## src/rtl/fetch_stage_pkg.sv

```systemverilog
// Core-wide constants shared by fetch, the immediate generator and the control decoder.
package fetch_stage_pkg;

  localparam logic [31:0] CORE_NOP_INST = 32'h0000_0013;  // addi x0,x0,0
  localparam logic [31:0] CORE_RESET_PC = 32'h4000_0000;  // BIOS base

  localparam logic [6:0] OPC_LOAD   = 7'h03;
  localparam logic [6:0] OPC_OP_IMM = 7'h13;
  localparam logic [6:0] OPC_AUIPC  = 7'h17;
  localparam logic [6:0] OPC_STORE  = 7'h23;
  localparam logic [6:0] OPC_LUI    = 7'h37;
  localparam logic [6:0] OPC_BRANCH = 7'h63;
  localparam logic [6:0] OPC_JALR   = 7'h67;
  localparam logic [6:0] OPC_JAL    = 7'h6F;
  localparam logic [6:0] OPC_SYSTEM = 7'h73;

endpackage

```

## src/rtl/fetch_stage.sv

```systemverilog
// Instruction-fetch stage: owns the fetch PC, drives a synchronous-read IMEM,
// holds the current instruction across stalls and kills the wrong path on redirect.
module fetch_stage
  import fetch_stage_pkg::*;
#(
  parameter logic [31:0] RESET_PC = CORE_RESET_PC,
  parameter logic [31:0] NOP_INST = CORE_NOP_INST
) (
  input  logic        clk,
  input  logic        rst,
  input  logic        stall,
  input  logic        redirect_valid,
  input  logic [31:0] redirect_pc,
  output logic [31:0] imem_addr,
  output logic        imem_en,
  input  logic [31:0] imem_rdata,
  output logic [31:0] inst_out,
  output logic [31:0] pc_out,
  output logic        inst_valid
);

  typedef enum logic [1:0] {BOOT, RUN, HOLD} state_t;

  state_t      state, state_nx;
  logic [31:0] pc_f, pc_nx;
  logic [31:0] hold_inst, hold_nx;
  logic [31:0] pc_inc;
  logic [31:0] redir_pc;

  assign pc_inc   = pc_f + 32'd4;
  assign redir_pc = redirect_pc & ~32'h3;

  always_comb begin
    state_nx   = state;
    pc_nx      = pc_f;
    hold_nx    = hold_inst;
    imem_addr  = pc_f;
    imem_en    = 1'b0;
    inst_out   = NOP_INST;
    pc_out     = pc_f;
    inst_valid = 1'b0;
    if (rst) begin
      imem_addr = RESET_PC;
      pc_out    = RESET_PC;
    end else begin
      case (state)
        BOOT: begin
          imem_en  = 1'b1;
          state_nx = RUN;
          if (redirect_valid) begin
            imem_addr = redir_pc;
            pc_nx     = redir_pc;
          end
        end
        RUN, HOLD: begin
          inst_out   = (state == HOLD) ? hold_inst : imem_rdata;
          inst_valid = 1'b1;
          // Redirect outranks stall: the presented instruction is on the wrong path.
          if (redirect_valid) begin
            inst_out   = NOP_INST;
            inst_valid = 1'b0;
            imem_addr  = redir_pc;
            imem_en    = 1'b1;
            pc_nx      = redir_pc;
            state_nx   = RUN;
          end else if (stall) begin
            imem_en  = 1'b0;
            imem_addr = pc_f;
            if (state == RUN) hold_nx = imem_rdata;
            state_nx = HOLD;
          end else begin
            imem_addr = pc_inc;
            imem_en   = 1'b1;
            pc_nx     = pc_inc;
            state_nx  = RUN;
          end
        end
        default: state_nx = BOOT;
      endcase
    end
  end

  always_ff @(posedge clk) begin
    if (rst) begin
      state     <= BOOT;
      pc_f      <= RESET_PC;
      hold_inst <= NOP_INST;
    end else begin
      state     <= state_nx;
      pc_f      <= pc_nx;
      hold_inst <= hold_nx;
    end
  end

endmodule

```

## config.mk

```make
export PLATFORM = sky130hd
export DESIGN_NAME = fetch_stage
export DESIGN_NICKNAME = d
export VERILOG_FILES = /design/src/rtl/fetch_stage_pkg.sv /design/src/rtl/fetch_stage.sv
export SDC_FILE = /design/constraint.sdc
export NUM_CORES = 1
export LEC_CHECK = 0
export CAP_MARGIN = 20
export CORE_UTILIZATION = 30
export CTS_BUF_LIST = sky130_fd_sc_hd__clkbuf_4 sky130_fd_sc_hd__clkbuf_8
export CTS_CLUSTER_DIAMETER = 60
export CTS_CLUSTER_SIZE = 28
export DETAILED_ROUTE_END_ITERATION = 8
export GPL_TIMING_DRIVEN = 0
export PLACE_DENSITY_LB_ADDON = 0.15
export SYNTH_ARGS = -nofsm -noshare
export SYNTH_HDL_FRONTEND = slang
export SYNTH_SLANG_ARGS = --single-unit
```

## constraint.sdc

```tcl
create_clock -name clk -period 7.6 [get_ports clk]
set_input_delay 2.28 -clock clk [delete_from_list [all_inputs] [get_ports clk]]
set_output_delay 2.28 -clock clk [all_outputs]
set_load 0.1 [all_outputs]
```

Yosys cells after proc, flatten, opt, wreduce, memory -nomap -nowiden
Cells that the tools add are included.
{"block": "word_totals", "ff_bits": 66, "elab_cells": 30}
{"block": "op_classes", "add_sub_neg": 1, "n_eq_ne": 2, "muxes": 20, "bitwise_logic": 1, "reduce_logical": 3}
{"operator": "two-way mux 32 bit", "count": 9}
{"operator": "one-hot mux 32 bit (2 select lines)", "count": 1}
{"operator": "adder 32 x 3 -> 32 bit, second input constant", "count": 1}
{"operator": "two-way mux 1 bit", "count": 6}
{"operator": "two-way mux 2 bit", "count": 2}
{"operator": "one-hot mux 2 bit (2 select lines)", "count": 1}
{"operator": "AND reduction 4 bit", "count": 1}
{"operator": "equality test 2 x 1 -> 1 bit, second input constant", "count": 1}
{"operator": "equality test 2 bit, second input constant", "count": 1}
{"operator": "logical NOT 2 bit", "count": 1}
{"operator": "one-hot mux 1 bit (2 select lines)", "count": 1}
{"operator": "OR reduction 2 bit", "count": 1}
{"operator": "inverter 1 bit", "count": 1}

Longest topological paths before layout
{"block": "depth", "word_depth": 5, "mapped_depth": 9, "depth_no_buf": 7}

Least setup slack after synthesis
Ideal clock, no wire load.
{"block": "synth_path", "path_type": "input to output", "startpoint": "in stall", "endpoint": "out imem_addr[25]", "arrival_time_ps": 5541, "setup_slack_ps": -221, "cell_stages": 6, "path_cell_list": "and4bb_2 and2_1 buf_6 and3_1 a311oi_1 a311oi_1"}
{"block": "synth_between", "elab_chain_cells": 4}
{"element": "from (decl)", "line": "fetch_stage.sv:11", "source": "input logic stall,"}
{"element": "two-way mux 32 bit", "line": "fetch_stage.sv:66", "source": "end else if (stall) begin"}
{"element": "two-way mux 32 bit"}
{"element": "one-hot mux 32 bit (2 select lines)"}
{"element": "two-way mux 32 bit", "line": "fetch_stage.sv:42", "source": "if (rst) begin"}
{"element": "to (decl)", "line": "fetch_stage.sv:14", "source": "output logic [31:0] imem_addr,"}
Every way passes these cells.

Worst setup path in the final report
{"block": "layout_path", "startpoint": "in redirect_valid", "endpoint": "out inst_out[21]"}
{"block": "layout_between", "elab_chain_cells": 3}
{"element": "from (decl)", "line": "fetch_stage.sv:12", "source": "input logic redirect_valid,"}
{"element": "two-way mux 32 bit", "line": "fetch_stage.sv:59", "source": "if (redirect_valid) begin"}
{"element": "two-way mux 32 bit", "line": "fetch_stage.sv:46", "source": "case (state)"}
{"element": "two-way mux 32 bit", "line": "fetch_stage.sv:42"}
{"element": "to (decl)", "line": "fetch_stage.sv:17", "source": "output logic [31:0] inst_out,"}
Every way passes these cells.

==> results.md <==
- Slew Limit Fails: 0
- Initial DRT Pass Iterations: 5
- Pre-CTS WS: -0.373 ns
- Initial Util: 30.7%
- Drt via density: 5.34
- Cell Area, Synth: 4240 sq um
- Clock Sinks: 66
- Area Growth Syn to Fin: 49.2%
- Area fraction of the dominant cell type after synthesis: 31.1%
- Flop and latch count out of synthesis: 66
- Fin cells: 947
- Post-DP Area: 6120 sq um
- PwrDens: 186 nW/um^2
- Util after Layout: 45.8%
- Sequential fraction of the synthesis area: 31.1%
- Commonest non-fill, non-tap cell in the layout: clkdlybuf4s50_1
- Status: finished clean
- Area of the core: 13,800 sq um
- YS warnings: 0
- Maxcap violations: 0
- Synth area leader: dfxtp_1
- 1st-iter DRT viols: 386
- Fin worst setup slack: 0.0795 ns
- # diodes: 0
- Tot GR Track Use: 22.9%
- Design Area, Final: 6330 sq um
- Inst Count DP: 931
- HPWL after detailed placement: 12,300 um
- H-tree lvl count: 3
- Compound-gate portion of the synthesized area: 22.3%
- Worst-margin pin slew: 0.997 ns
- Peak VDD IR: 0.0777 mV
- Syn Nets: 661
- Post-synthesis mux area share: 11.2%
- DR WL/cell: 17.5 um
- Clock buffer depth: 2
- First-pass GRT wire length: 25,900 um
- Remaining global-route overflow: 0
- Period utilization: 99.0%
- Syn Inst Count: 588
- Ys flop type: dfxtp_1
- XOR/XNOR Fraction of Synth Area: 0%
- Final WL: 16,500 um
- Cts bufs inserted: 9
- Post-CTS setup buffer count: 0
- # setup viols final: 0
- Leak Pwr: 2.62 nW
- Nets: 835
- Die boundary height: 121 um
- Antenna viol nets, final: 0
- Clock root buffer: clkbuf_8
- Largest family of logic cells by synthesized area: simple AND/OR/NAND/NOR gates
- Slew headroom: 33.4%
- Clock skew: 0.00853 ns
- CP Capture Type: output pin
- Die footprint: 14,600 sq um
- TritonCTS clock tree: built
- Hold Fails Final Rpt: 0
- Vias: 5,053
- Ports: 166
- Synth area leaders: dfxtp_1 (31%), mux2i_1 (9.9%), a21oi_1 (8.5%)
- Crit Path Class: input port to output pin
- Reg clk slew, reported paths: 0.08 ns
- Clock Latency Late Sink: 0.36 ns
- Adder-cell share of the synthesized area: 1.47%
- Crit start category: input port
- WP data arrival: 5.24 ns
- Peak fanout along the critical path: 10
- Row count: 43
- Post-synth cell types: 53
- Fin crit period: 7.52 ns
- Drt drc: 0
- Initial antenna violation count: 0
- Share of post-route cells with drive strength above 1: 6.78%
- Die X: 121 um
- Post-synthesis simple-gate area fraction: 27.8%
- FMAX: 133 MHz
- Power Total: 0.00118 W
- Worst EP required: 5.32 ns
- Most frequent cells in the layout: clkdlybuf4s50_1 (110), nand2_1 (88), a21oi_1 (72), nor2_1 (68), dfxtp_1 (66)
- Post-synth ARST share: 0%
- PortBufs: 163
- Post-synth EDFFs: 0
- Largest net degree at the start of global routing: 13
- Mean Syn Cell Area: 7.22 sq um
- HP Class: flip-flop to flip-flop
- Vias in the first global route: 4,867
- RePlAce Congestion: 0.915
through the flow:
stage / TNS (ns) / hold slack (ns)
2_1_floorplan: 0 / 0.436
3_3_place_gp: -4.95 / 0.441
3_5_place_dp: -5.68 / 0.447
4_1_cts: 0 / 0.458
5_1_grt: -0.00323 / 0.484
6_report: 0 / 0.458
timing repair:
item                       4_1_cts  5_1_grt
hold buffers                     0        0
gates resized for setup         51       34
setup endpoints to repair       33       28
cells by family after synthesis:
kind of cell    Yosys count
flops                    66
compound gates          154
simple gates            252
fa+ha+maj                 5
buf+inv                  64
mux                      47
registers in the layout, summed over array words and instances, names as in the netlist:
register,flops
pc_f,32
hold_inst,32
state,2
worst max-delay path, cell delays in order:
cell and delay [ns]:
clkdlybuf4s50_1 0.52, clkbuf_1 0.33, or3_1 0.51, clkbuf_1 0.28
nor2_1 0.16, clkdlybuf4s50_1 1.14
per-layer routing:
metal / wire (um) / global-route usage [%] / up-vias
met5: 0 / 0 / -
met4: 635 / 12.1 / 0
met3: 1020 / 3.90 / 41
met2: 7620 / 37.5 / 212
met1: 7270 / 28.7 / 2380
li1: - / - / 2420
final timing paths:
path                       start            end  slack [ns]  depth (start not counted)
setup / recovery  redirect_valid   inst_out[21]        0.08                          6
hold / removal     hold_inst[23]  hold_inst[23]        0.46                          2
setup reg to reg        state[0]       pc_f[17]        5.12                          7
hold reg to reg    hold_inst[23]  hold_inst[23]        0.46                          2
power by group:
part / internal, W / leakage (nW) / total [W] / switching (W)
Clock: 0.000161 / 0.103 / 0.000310 / 0.000149
Combinational: 0.000127 / 1.98 / 0.000476 / 0.000349
Sequential: 0.000368 / 0.539 / 0.000391 / 0.0000227
Total: 0.000655 / 2.62 / 0.00118 / 0.000521
synthesized netlist by cell type, drive strengths merged (2+ instances only):
master and n:
o22ai 7, or4 2, nor3 7, or3 2, a211oi 2, and3 4
buf 9, o21a 4, nand2 89, o211a 3, nor2 68, a21oi 72
ha 5, a22o 3, clkbuf 38, a32o 2, a32oi 2, nand4 8
and4 2, a311oi 4, mux2i 42, mux2 5, nor2b 40, o31ai 2
clkinv 2, o221ai 6, o211ai 2, a21o 2, and2 4, or2 2
a221oi 5, o21ai 25, inv 15, dfxtp 66, nand3 19, a31oi 6
nand2b 2
layout make-up:
type,count,area (sq um)
clock buffer,10,138
inverter,17,63.8
fill,1397,7500
timing repair buffer,163,1640
clock inverter,6,65.1
buffer,47,193
multi-input combinational,458,2680
sequential,66,1320
tap,180,225
No activity file was read; power rests on OpenSTA's default activity.
